--- config.mk ---
export PLATFORM = sky130hd
export DESIGN_NAME = cskip_seq_adder
export DESIGN_NICKNAME = d
export VERILOG_FILES = /design/src/rtl/cskip_pkg.sv /design/src/rtl/cskip_slice.sv /design/src/rtl/cskip_seq_adder.sv
export SDC_FILE = /design/constraint.sdc
export NUM_CORES = 1
export LEC_CHECK = 0
export CORE_ASPECT_RATIO = 1.4
export CORE_MARGIN = 2
export CORE_UTILIZATION = 45
export CTS_CLUSTER_DIAMETER = 80
export CTS_CLUSTER_SIZE = 8
export DETAILED_ROUTE_END_ITERATION = 7
export PLACE_DENSITY_LB_ADDON = 0.1
export SKIP_CTS_REPAIR_TIMING = 1
export SLEW_MARGIN = 20
export SYNTH_ARGS = -nofsm -noshare
export SYNTH_HDL_FRONTEND = slang
export SYNTH_SLANG_ARGS = --single-unit
--- constraint.sdc ---
create_clock -name i_clk -period 3.7 [get_ports i_clk]
set_input_delay 0.74 -clock i_clk [delete_from_list [all_inputs] [get_ports i_clk]]
set_output_delay 0.74 -clock i_clk [all_outputs]
set_load 0.05 [all_outputs]
--- src/rtl/cskip_pkg.sv ---
// Shared types and default sizing for the sequential carry-skip adder.
package cskip_pkg;

  localparam int DEF_WIDTH = 32;
  localparam int DEF_SLICE = 4;

  typedef enum logic [1:0] {
    IDLE = 2'd0,
    RUN  = 2'd1,
    DONE = 2'd2
  } state_t;

endpackage

--- src/rtl/cskip_slice.sv ---
// One SLICE-bit carry-skip group: a ripple core whose carry-out is bypassed
// by the group carry-in whenever every bit position propagates.
module cskip_slice
  import cskip_pkg::*;
#(
  parameter int SLICE = DEF_SLICE
) (
  input  logic [SLICE-1:0] term1,
  input  logic [SLICE-1:0] term2,
  input  logic             cin,
  output logic [SLICE-1:0] sum,
  output logic             cout,
  output logic             prop
);

  logic [SLICE-1:0] bit_prop;
  logic             ripple_cout;

  always_comb begin
    logic carry;
    bit_prop = term1 ^ term2;
    carry    = cin;
    sum      = '0;
    for (int i = 0; i < SLICE; i++) begin
      sum[i] = bit_prop[i] ^ carry;
      carry  = (term1[i] & term2[i]) | (bit_prop[i] & carry);
    end
    ripple_cout = carry;
  end

  assign prop = &bit_prop;
  // When the whole group propagates, cin reaches cout without the ripple path.
  assign cout = prop ? cin : ripple_cout;

endmodule

--- src/rtl/cskip_seq_adder.sv ---
// Sequential carry-skip adder: one SLICE-bit group per cycle through a single
// combinational slice, with valid/ready handshakes on request and result.
module cskip_seq_adder
  import cskip_pkg::*;
#(
  parameter  int WIDTH  = DEF_WIDTH,
  parameter  int SLICE  = DEF_SLICE,
  localparam int NSLICE = WIDTH / SLICE,
  localparam int CW     = $clog2(NSLICE + 1)
) (
  input  logic             i_clk,
  input  logic             i_rst_n,
  input  logic             i_valid,
  output logic             o_ready,
  input  logic [WIDTH-1:0] i_add_term1,
  input  logic [WIDTH-1:0] i_add_term2,
  input  logic             i_cin,
  output logic             o_valid,
  input  logic             i_ready,
  output logic [WIDTH-1:0] o_result,
  output logic             o_cout,
  output logic [CW-1:0]    o_skip_cnt
);

  localparam int IW = (NSLICE > 1) ? $clog2(NSLICE) : 1;

  if ((WIDTH % SLICE) != 0) begin : g_width_check
    $error("cskip_seq_adder: WIDTH (%0d) must be a multiple of SLICE (%0d)", WIDTH, SLICE);
  end

  state_t           state;
  logic [WIDTH-1:0] term1_q;
  logic [WIDTH-1:0] term2_q;
  logic [WIDTH-1:0] acc;
  logic [WIDTH-1:0] acc_next;
  logic             carry_q;
  logic [IW-1:0]    idx;
  logic [CW-1:0]    skip_acc;
  logic [CW-1:0]    skip_next;
  int               base;
  logic [SLICE-1:0] slice_a;
  logic [SLICE-1:0] slice_b;
  logic [SLICE-1:0] slice_sum;
  logic             slice_cout;
  logic             slice_prop;
  logic             last_slice;

  assign base       = int'(idx) * SLICE;
  assign slice_a    = term1_q[base +: SLICE];
  assign slice_b    = term2_q[base +: SLICE];
  assign last_slice = (idx == IW'(NSLICE - 1));

  cskip_slice #(
    .SLICE (SLICE)
  ) u_slice (
    .term1 (slice_a),
    .term2 (slice_b),
    .cin   (carry_q),
    .sum   (slice_sum),
    .cout  (slice_cout),
    .prop  (slice_prop)
  );

  // Working sum is built in acc; the visible outputs only change on entering DONE.
  always_comb begin
    acc_next              = acc;
    acc_next[base +: SLICE] = slice_sum;
    skip_next             = skip_acc + CW'(slice_prop);
  end

  always_ff @(posedge i_clk or negedge i_rst_n) begin
    if (!i_rst_n) begin
      state      <= IDLE;
      o_ready    <= 1'b1;
      o_valid    <= 1'b0;
      o_result   <= '0;
      o_cout     <= 1'b0;
      o_skip_cnt <= '0;
      term1_q    <= '0;
      term2_q    <= '0;
      acc        <= '0;
      carry_q    <= 1'b0;
      idx        <= '0;
      skip_acc   <= '0;
    end else begin
      case (state)
        IDLE: begin
          if (i_valid) begin
            term1_q  <= i_add_term1;
            term2_q  <= i_add_term2;
            carry_q  <= i_cin;
            acc      <= '0;
            idx      <= '0;
            skip_acc <= '0;
            o_ready  <= 1'b0;
            state    <= RUN;
          end
        end
        RUN: begin
          acc      <= acc_next;
          carry_q  <= slice_cout;
          skip_acc <= skip_next;
          if (last_slice) begin
            o_result   <= acc_next;
            o_cout     <= slice_cout;
            o_skip_cnt <= skip_next;
            o_valid    <= 1'b1;
            state      <= DONE;
          end else begin
            idx <= idx + IW'(1);
          end
        end
        DONE: begin
          if (i_ready) begin
            o_valid <= 1'b0;
            o_ready <= 1'b1;
            state   <= IDLE;
          end
        end
        default: begin
          o_valid <= 1'b0;
          o_ready <= 1'b1;
          state   <= IDLE;
        end
      endcase
    end
  end

endmodule
# [Word-level counts from Yosys, hierarchy flattened]
# Index checks and enable logic that the tools add are counted.
[totals] elab_cells=76 output_inout_bits=39 latchBits=0 romBits=0 mem_bits_rw=0 in_bits=69 memories=0 ff_bits=145
[classes] div_mod_pow=0 mul=0 bitwise_logic=19 order_cmp=0 n_addsub=3 n_shift=4 mux=21 n_eq_ne=7 n_reduce_logical=10
[ops] op="32-bit one-hot mux with 2 select lines" n=1
[ops] op="32-bit by 6-bit variable part select with 4-bit output" n=2
[ops] op="5-bit negation with 33-bit output" n=1
[ops] op="4-bit by 33-bit variable shift with 32-bit output (first input constant)" n=1
[ops] op="4-bit by 33-bit variable part select with 32-bit output" n=1
[ops] op="32-bit bitwise mux" n=1
[ops] op="32-bit two-way mux" n=1
[ops] op="3-bit AND reduction" n=4
[ops] op="1-bit AND" n=8
[ops] op="2-bit != test (second input constant)" n=4
[ops] op="4-bit one-hot mux with 2 select lines" n=1
[ops] op="1-bit two-way mux" n=6
[ops] op="2-bit two-way mux" n=3
[ops] op="3-bit two-way mux" n=2
[ops] op="1-bit one-hot mux with 3 select lines" n=2
[ops] op="2-bit one-hot mux with 3 select lines" n=1
[ops] op="3-bit one-hot mux with 2 select lines" n=1
[ops] op="2-bit AND reduction" n=3
[ops] op="4-bit by 1-bit adder with 4-bit output" n=1
[ops] op="4-bit two-way mux" n=1
[ops] op="1-bit bitwise OR" n=4
[ops] op="4-bit AND reduction" n=1
[ops] op="1-bit bitwise XOR" n=4
[ops] op="4-bit bitwise XOR" n=1
[ops] op="other kinds (8)" n=9

# [Logic depth before layout (Yosys ltp)]
# Gate-level depths: netlist of the first run.
[depth] ltp_word=12 ltp_mapped=15

# [By module]
# A second synthesis of the first run with hierarchy kept.
[unflattened] hier_cells=725 hier_area_um2=6945.4
[modules_own_cells] mod="cskip_seq_adder" area_per_inst_um2=6760.2 instances=1 cells_per_inst=706
[modules_own_cells] mod="cskip_slice" area_per_inst_um2=185.2 instances=1 cells_per_inst=19

# [Worst setup path before layout of the first run]
# Ideal clock, no wire load.
[synth_path] path_type="register to register" from="register idx[0]" to="register o_result[31]" path_buffers=2 stages_incl_launch_ff=15 slack_ps=110 required_time_ps=3574 setup_ps=126 arrival_time_ps=3464 path_cell_list="dfrtp_1 -> buf_2 -> buf_4 -> mux4_2 -> nand2_1 -> nand2_1 -> fa_1 -> inv_1 -> fa_1 -> fa_1 -> inv_1 -> fa_1 -> nor2b_1 -> and3_1 -> a221o_1"
[synth_via] elab_chain_len=11 word_cells_on_any_way=22 cone_classes="add/sub (1); eq/ne (1); shift (4); mux (1); bitwise (14); reduce/logical (1)"
[synth_rtl] element="start: declaration" line="cskip_seq_adder.sv:37" rtl="logic [IW-1:0] idx;"
[synth_rtl] element="start signal: assignment" line="cskip_seq_adder.sv:110" rtl="idx <= idx + IW'(1);"
[synth_rtl] element="32-bit by 6-bit variable part select with 4-bit output (on tied branches)" line="cskip_seq_adder.sv:49, cskip_seq_adder.sv:50"
[synth_rtl] element="4-bit bitwise XOR" line="cskip_slice.sv:21" rtl="bit_prop = term1 ^ term2;"
[synth_rtl] element="1-bit AND" line="cskip_slice.sv:26" rtl="carry = (term1[i] & term2[i]) | (bit_prop[i] & carry);"
[synth_rtl] element="1-bit bitwise OR" line="cskip_slice.sv:26"
[synth_rtl] element="1-bit AND" line="cskip_slice.sv:26"
[synth_rtl] element="1-bit bitwise OR" line="cskip_slice.sv:26"
[synth_rtl] element="1-bit AND" line="cskip_slice.sv:26"
[synth_rtl] element="1-bit bitwise OR" line="cskip_slice.sv:26"
[synth_rtl] element="1-bit bitwise XOR" line="cskip_slice.sv:25" rtl="sum[i] = bit_prop[i] ^ carry;"
[synth_rtl] element="4-bit by 33-bit variable part select with 32-bit output" line="cskip_seq_adder.sv:67" rtl="acc_next[base +: SLICE] = slice_sum;"
[synth_rtl] element="32-bit bitwise mux" line="cskip_seq_adder.sv:67"
[synth_rtl] element="end signal: assignment" line="cskip_seq_adder.sv:104" rtl="o_result <= acc_next;"
[synth_rtl] element="end: declaration" line="cskip_seq_adder.sv:20" rtl="output logic [WIDTH-1:0] o_result,"
# Parallel ways exist; a longest one is shown, timed or not.
# A chain may end at the register's enable or synchronous reset.

# [Worst setup path after layout of the first run]
[layout_path] from="register idx[0]" to="register o_result[15]"
# Same word-level chain as after synthesis.

==> flow_summary.yaml, run 1 <==
floorplan:
  start_util_pct: 45.88
  pin_count: 108
  fp.dieH_um: 149.9
  rows: 53
  dieWidth_um: 108.2
  core_sq_mm: 0.01492
  die-area_sq_mm: 0.01623
min_path:
  hold_path.class: "in -> async"
synthesis:
  synthTopCellsByArea: "dfrtp_1 53%, nand2_1 13%, mux4_2 5.3%, a221o_1 3.5%, ha_1 2.4%"
  synth_top_area_share_pct: 52.64
  post-synth-top-count-cell: "nand2_1"
  yosys_warnings: 0
  yosysTopAreaCell: "dfrtp_1"
  synth_edf_count: 0
  avgSynthCellArea_sq_um: 10.19
  syn_area_sq_mm: 0.006845
  ys_seq_area_share_pct: 53.03
  ys_types: 53
  yosys-top-cells-count: "241 x nand2_1, 144 x dfrtp_1, 24 x a221o_1"
  syn_nets: 758
  synthArstFlopShare_pct: 100.0
  ys_ff_latch: 145
  syn-instance-count: 672
  synth-main-ff-cell: "dfrtp_1"
cts:
  cts_inserted_buffers: 17
  clock_latency_ps: 420
  htree_num_levels: 4
  clockBufferDepth: 2
  cts_root_buffer: "clkbuf_16"
  cts_tree: "yes"
  clk_pin_slew_ps: 60
  cts_sinks: 145
global_route:
  gr-total-overflow: 0
  grt_pass1_wl_um: 27980
  grt.total_usage_pct: 22.27
  antenna_found_initial: 1
  grt_pass1_vias: 5541
  grt_max_degree: 80
critical_path:
  timing.rr.start: "idx[0]"
  crit_type: "reg -> reg"
  reg2reg_slack_ps: 190
  worstSetupStartpointType: "register"
  rr_worst_depth: 11
  crit_path_start: "idx[0]"
  required_ps: 4000
  worst_setup_path_end_kind: "register"
  arrival_ps: 3810
  crit_path_max_fanout: 13
  reg2reg_to: "o_result[15]"
route:
  wl_um: 16950
  first_pass_iters: 8
  via_per_inst: 5.425
  ant_nets: 0
  vias: 5322
  drc_errors: 0
  wl_per_cell_um: 17.28
  drtIter0Drc: 271
finish:
  diodes: 0
  fill_cells: 1311
  drive_gt1_share_pct: 10.01
  syn_to_final_growth_pct: 28.06
  nets: 862
  stdcell_count: 981
timing:
  period_needed_ps: 3505
  fin_crit_sh_pct: 94.74
  rsz0062_at_grt: "false"
  fin_skew_ps: 10.56
  maxSlewViolCount: 0
  setup_tns_ps: 0
  tightestPinTransition_ps: 878.8
  finalSetupViolCount: 0
  hold_viol_final: 0
  fmax_mhz: 285.3
  maxSlewHeadroom_pct: 41.29
placed_design:
  globalplace.congestion: 0.8544
  portBuffers: 107
  placed_cells: 949
  dp_hpwl_um: 11930
pwr:
  p_leak_nw: 4.179
  ir_drop_uv: 772.2
  p_per_area_mw_per_mm2: 1066
status:
  outcome: "completed"
run:
  cap_violations: 0
## cell type report
| type | count | area (sq um) | share of cell area (%) |
|---|---|---|---|
| Tap cell | 192 | 240.2 | 2.741 |
| Clock buffer | 17 | 425.4 | 4.853 |
| Sequential cell | 145 | 3633 | 41.45 |
| Inverter | 9 | 33.78 | 0.3854 |
| Multi-Input combinational cell | 478 | 2984 | 34.04 |
| Clock inverter | 15 | 229.0 | 2.612 |
| Timing Repair Buffer | 125 | 1220 | 13.92 |
## sequential cells by signal (all words and copies together), names as in the netlist
name        cells
carry_q         1
o_result       32
acc            32
state           2
skip_acc        4
o_valid         1
o_cout          1
term2_q        32
o_skip_cnt      4
term1_q        32
idx             3
o_ready         1
## how the worst max path moves through the flow
stage | end | depth (start not counted)
2_1_floorplan | o_result[31] | 14
3_3_place_gp | o_result[27] | 12
3_5_place_dp | o_result[23] | 12
4_1_cts | o_result[27] | 12
5_1_grt | o_result[11] | 13
6_report | o_result[15] | 11
## layout by cell type, fill, tap and decap left out, drive strengths merged, types with 8 or more instances in the layout
cell type,instances
mux4,16
mux2i,9
and2,23
buf,19
a22o,18
dfrtp,144
nor2,17
nand2,241
inv,12
ha,13
clkdlybuf4s50,106
a21oi,11
clkbuf,17
a221o,24
a31oi,14
o21ai,14
a32o,8
## critical path, cell delays in order (launching register included)
cell	delay, ps
dfrtp_4	580
buf_4	210
mux4_2	340
nand2_1	70
and2_1	190
fa_1	420
fa_1	380
inv_1	80
fa_1	440
nor2b_1	200
buf_4	180
a221o_1	310
## power breakdown
part           total (mW)  internal, mW  switching [mW]
sequential           2.68          2.24           0.435
combinational        4.76          1.83            2.93
clock                1.91          1.21           0.704
## logic make-up (layout without fill, tap and decap cells)
logic type	count (synthesis)	after routing	share of synthesized area (%)
xor+xnor	2	2	0.2559
compound gates	95	95	10.77
simple gates	338	338	22.19
buf+inv	49	166	3.473
mux	26	26	6.745
fa+ha+maj	17	17	3.546
flops	145	145	53.03
## through the flow
| step | power [mW] | hold WS (ps) | setup WS, ps | cell area [sq um] | utilization [%] |
|---|---|---|---|---|---|
| 2_1_floorplan | 5.737 | 440.3 | 109.6 | 6845 | - |
| 3_3_place_gp | 7.302 | 454.3 | 273.0 | 8109 | 54.35 |
| 3_5_place_dp | 7.440 | 462.7 | 167.1 | 8109 | 54.35 |
| 4_1_cts | 9.359 | 395.7 | 142.3 | 8763 | 58.73 |
| 5_1_grt | 9.965 | 403.6 | 42.02 | 8766 | 58.75 |
| 6_report | 9.348 | 363.4 | 194.8 | 8766 | 58.75 |
## metal layers
metal	wire length, um	GRT usage [%]
met4	330	9.038
met1	6852	27.10
met5	0	0
met3	625	3.920
met2	9146	38.87
Note: power is estimated with default switching activity, not from simulation.
==> run 2: changes to the inputs <==
ABC_CLOCK_PERIOD_IN_PS = 3700   (was not set)
SLEW_MARGIN = 0   (was 20)
==> results of run 2 <==
Final layout, timing and power as in run 1 (identical DEF).
==> run 3: changes to the inputs <==
ABC_CLOCK_PERIOD_IN_PS = not set   (was 3700)
CORE_MARGIN = not set   (was 2)
SKIP_LAST_GASP = 1   (was not set)
==> run 3 against run 2 <==
Register-to-register slack is essentially flat. Worst setup slack gained 11 ps. Hold slack lost 5.8 ps. Final area shrank 1.1%. Flip-flop and latch count is the same. Clock skew shrank 2.1 ps. First-iteration DRC count shrank 18%. Die area shrank 3.2%. Global-route usage is essentially flat. Wire length shrank 2.7%. Sequential power is essentially flat.
==> flow_summary.yaml, run 3 (synthesized netlist as in run 1, its figures left out) <==
status:
  outcome: "completed"
finish:
  syn_to_final_growth_pct: 26.59
  nets: 859
  stdcell_count: 978
  diodes: 0
  drive_gt1_share_pct: 9.669
  fill_cells: 1326
  final_cell_mix: "241 x nand2_1, 143 x dfrtp_1, 106 x clkdlybuf4s50_1, 24 x a221o_1, 18 x a22o_1"
  stdcell_area_sq_mm: 0.008666
  layout_commonest_cell: "nand2_1"
pwr:
  power_frac_comb_pct: 52.1
  intPower_mw: 4.953
  p_total_mw: 8.968
  p_sw_mw: 4.015
  switching_share_pct: 44.78
  p_leak_nw: 4.102
  p_seq_share_pct: 29.9
  ir_drop_uv: 768.4
  p_per_area_mw_per_mm2: 1035
  pwr-share-clk_pct: 18.1
cts:
  clk_pin_slew_ps: 60
  cts_root_buffer: "clkbuf_16"
  cts_inserted_buffers: 17
  clock_latency_ps: 420
  clockBufferDepth: 2
  cts_tree: "yes"
  htree_num_levels: 4
  cts_sinks: 145
critical_path:
  rr_worst_depth: 12
  crit_chain: "buf_4, mux4_2, nand2_1, and2_1, fa_1, fa_1, inv_1, fa_1, nor2b_1, buf_4, and3_1, a221o_1"
  crit_path_max_fanout: 12
  reg2reg_slack_ps: 210
  required_ps: 4000
  cp.depth: 12
  worst_setup_path_end_kind: "register"
  arrival_ps: 3800
  crit_slowest_cell: "dfrtp_4"
  worstSetupStartpointType: "register"
  crit_family: "adder cells"
  path_buf_inv: 3
  crit_top_cell: "fa_1"
  crit_type: "reg -> reg"
  cpPeakStageDelay_ps: 580
timing:
  fin_crit_sh_pct: 94.45
  maxSlewHeadroom_pct: 41.95
  rsz0062_at_grt: "false"
  maxSlewViolCount: 0
  finalSetupViolCount: 0
  setup_tns_ps: 0
  fmax_mhz: 286.2
  fin_skew_ps: 8.486
  hold_viol_final: 0
  period_needed_ps: 3495
  tightestPinTransition_ps: 870.7
floorplan:
  rows: 53
  pin_count: 108
  die-area_sq_mm: 0.01572
  start_util_pct: 45.88
  fp.dieH_um: 147.9
  dieWidth_um: 106.2
  core_sq_mm: 0.01492
placed_design:
  globalplace.congestion: 0.8235
  placed_cell_area_sq_mm: 0.008099
  placed_cells: 946
  portBuffers: 107
  dp_hpwl_um: 11690
route:
  wl_per_cell_um: 16.87
  wl_um: 16500
  met2_length_um: 8920
  routed.top_layer: "met4"
  drc_errors: 0
  vias: 5284
  drtIter0Drc: 223
  ant_nets: 0
  via_per_inst: 5.403
  met3RoutedLength_um: 570
  first_pass_iters: 4
  wl_met1_um: 6754
global_route:
  gr-total-overflow: 0
  grt.total_usage_pct: 22.25
  grt_pass1_vias: 5481
  grt_max_degree: 83
  antenna_found_initial: 0
  grt_pass1_wl_um: 27230
min_path:
  hold_path.class: "in -> async"
run:
  cap_violations: 0
run 3: changes by cell type in the layout (fill, tap and decap cells not counted):
cell        previous run  this run
buf_12                 1         2
buf_4                 17        13
bufinv_16              5         0
clkbuf_8               0         3
clkinv_2               3         0
clkinv_4               3         2
clkinvlp_4             0         6
inv_6                  3         4
inv_8                  1         0
run 3: per-stage QoR:
| stage | util [%] | setup slack, ps | hold WS [ps] |
|---|---|---|---|
| 3_3_place_gp | 54.28 | 202.6 | 454.5 |
| 5_1_grt | 58.08 | 44.29 | 427.3 |
| 2_1_floorplan | - | 109.6 | 440.3 |
| 4_1_cts | 58.06 | 153.5 | 398.3 |
| 6_report | 58.08 | 205.4 | 357.6 |
| 3_5_place_dp | 54.28 | 166.6 | 460.1 |
run 3: power by group through the flow:
stage | registers, mW | clock network [mW] | logic [mW]
5_1_grt | 2.76 | 1.71 | 5.05
3_5_place_dp | 2.71 | 0 | 4.65
6_report | 2.68 | 1.62 | 4.67
4_1_cts | 2.68 | 1.64 | 4.67
2_1_floorplan | 3.06 | 0 | 2.68
3_3_place_gp | 2.68 | 0 | 4.58
run 3: cell type report:
type | count | area (sq um) | share of cell area, %
multi-input combinational | 478 | 2984 | 34.44
tap | 192 | 240.2 | 2.772
inverter | 9 | 33.78 | 0.3898
clock buffer | 20 | 466.7 | 5.386
clock inverter | 12 | 97.59 | 1.126
sequential | 145 | 3633 | 41.93
timing repair buffer | 122 | 1210 | 13.96
run 3: worst paths after layout:
check                            start           end
max in group asynchronous      i_rst_n       acc[31]
max reg2reg                     idx[0]  o_result[31]
min reg2reg                term1_q[22]   term1_q[22]
min in group i_clk         term1_q[22]   term1_q[22]
max                             idx[0]  o_result[31]
min                            i_rst_n  o_result[14]
run 3: layer usage:
layer | vias up | global-route usage (%)
met1 | 2611 | 26.29
met4 | 0 | 7.292
met3 | 19 | 3.968
met2 | 130 | 40.49
li1 | 2524 | -
met5 | - | 0
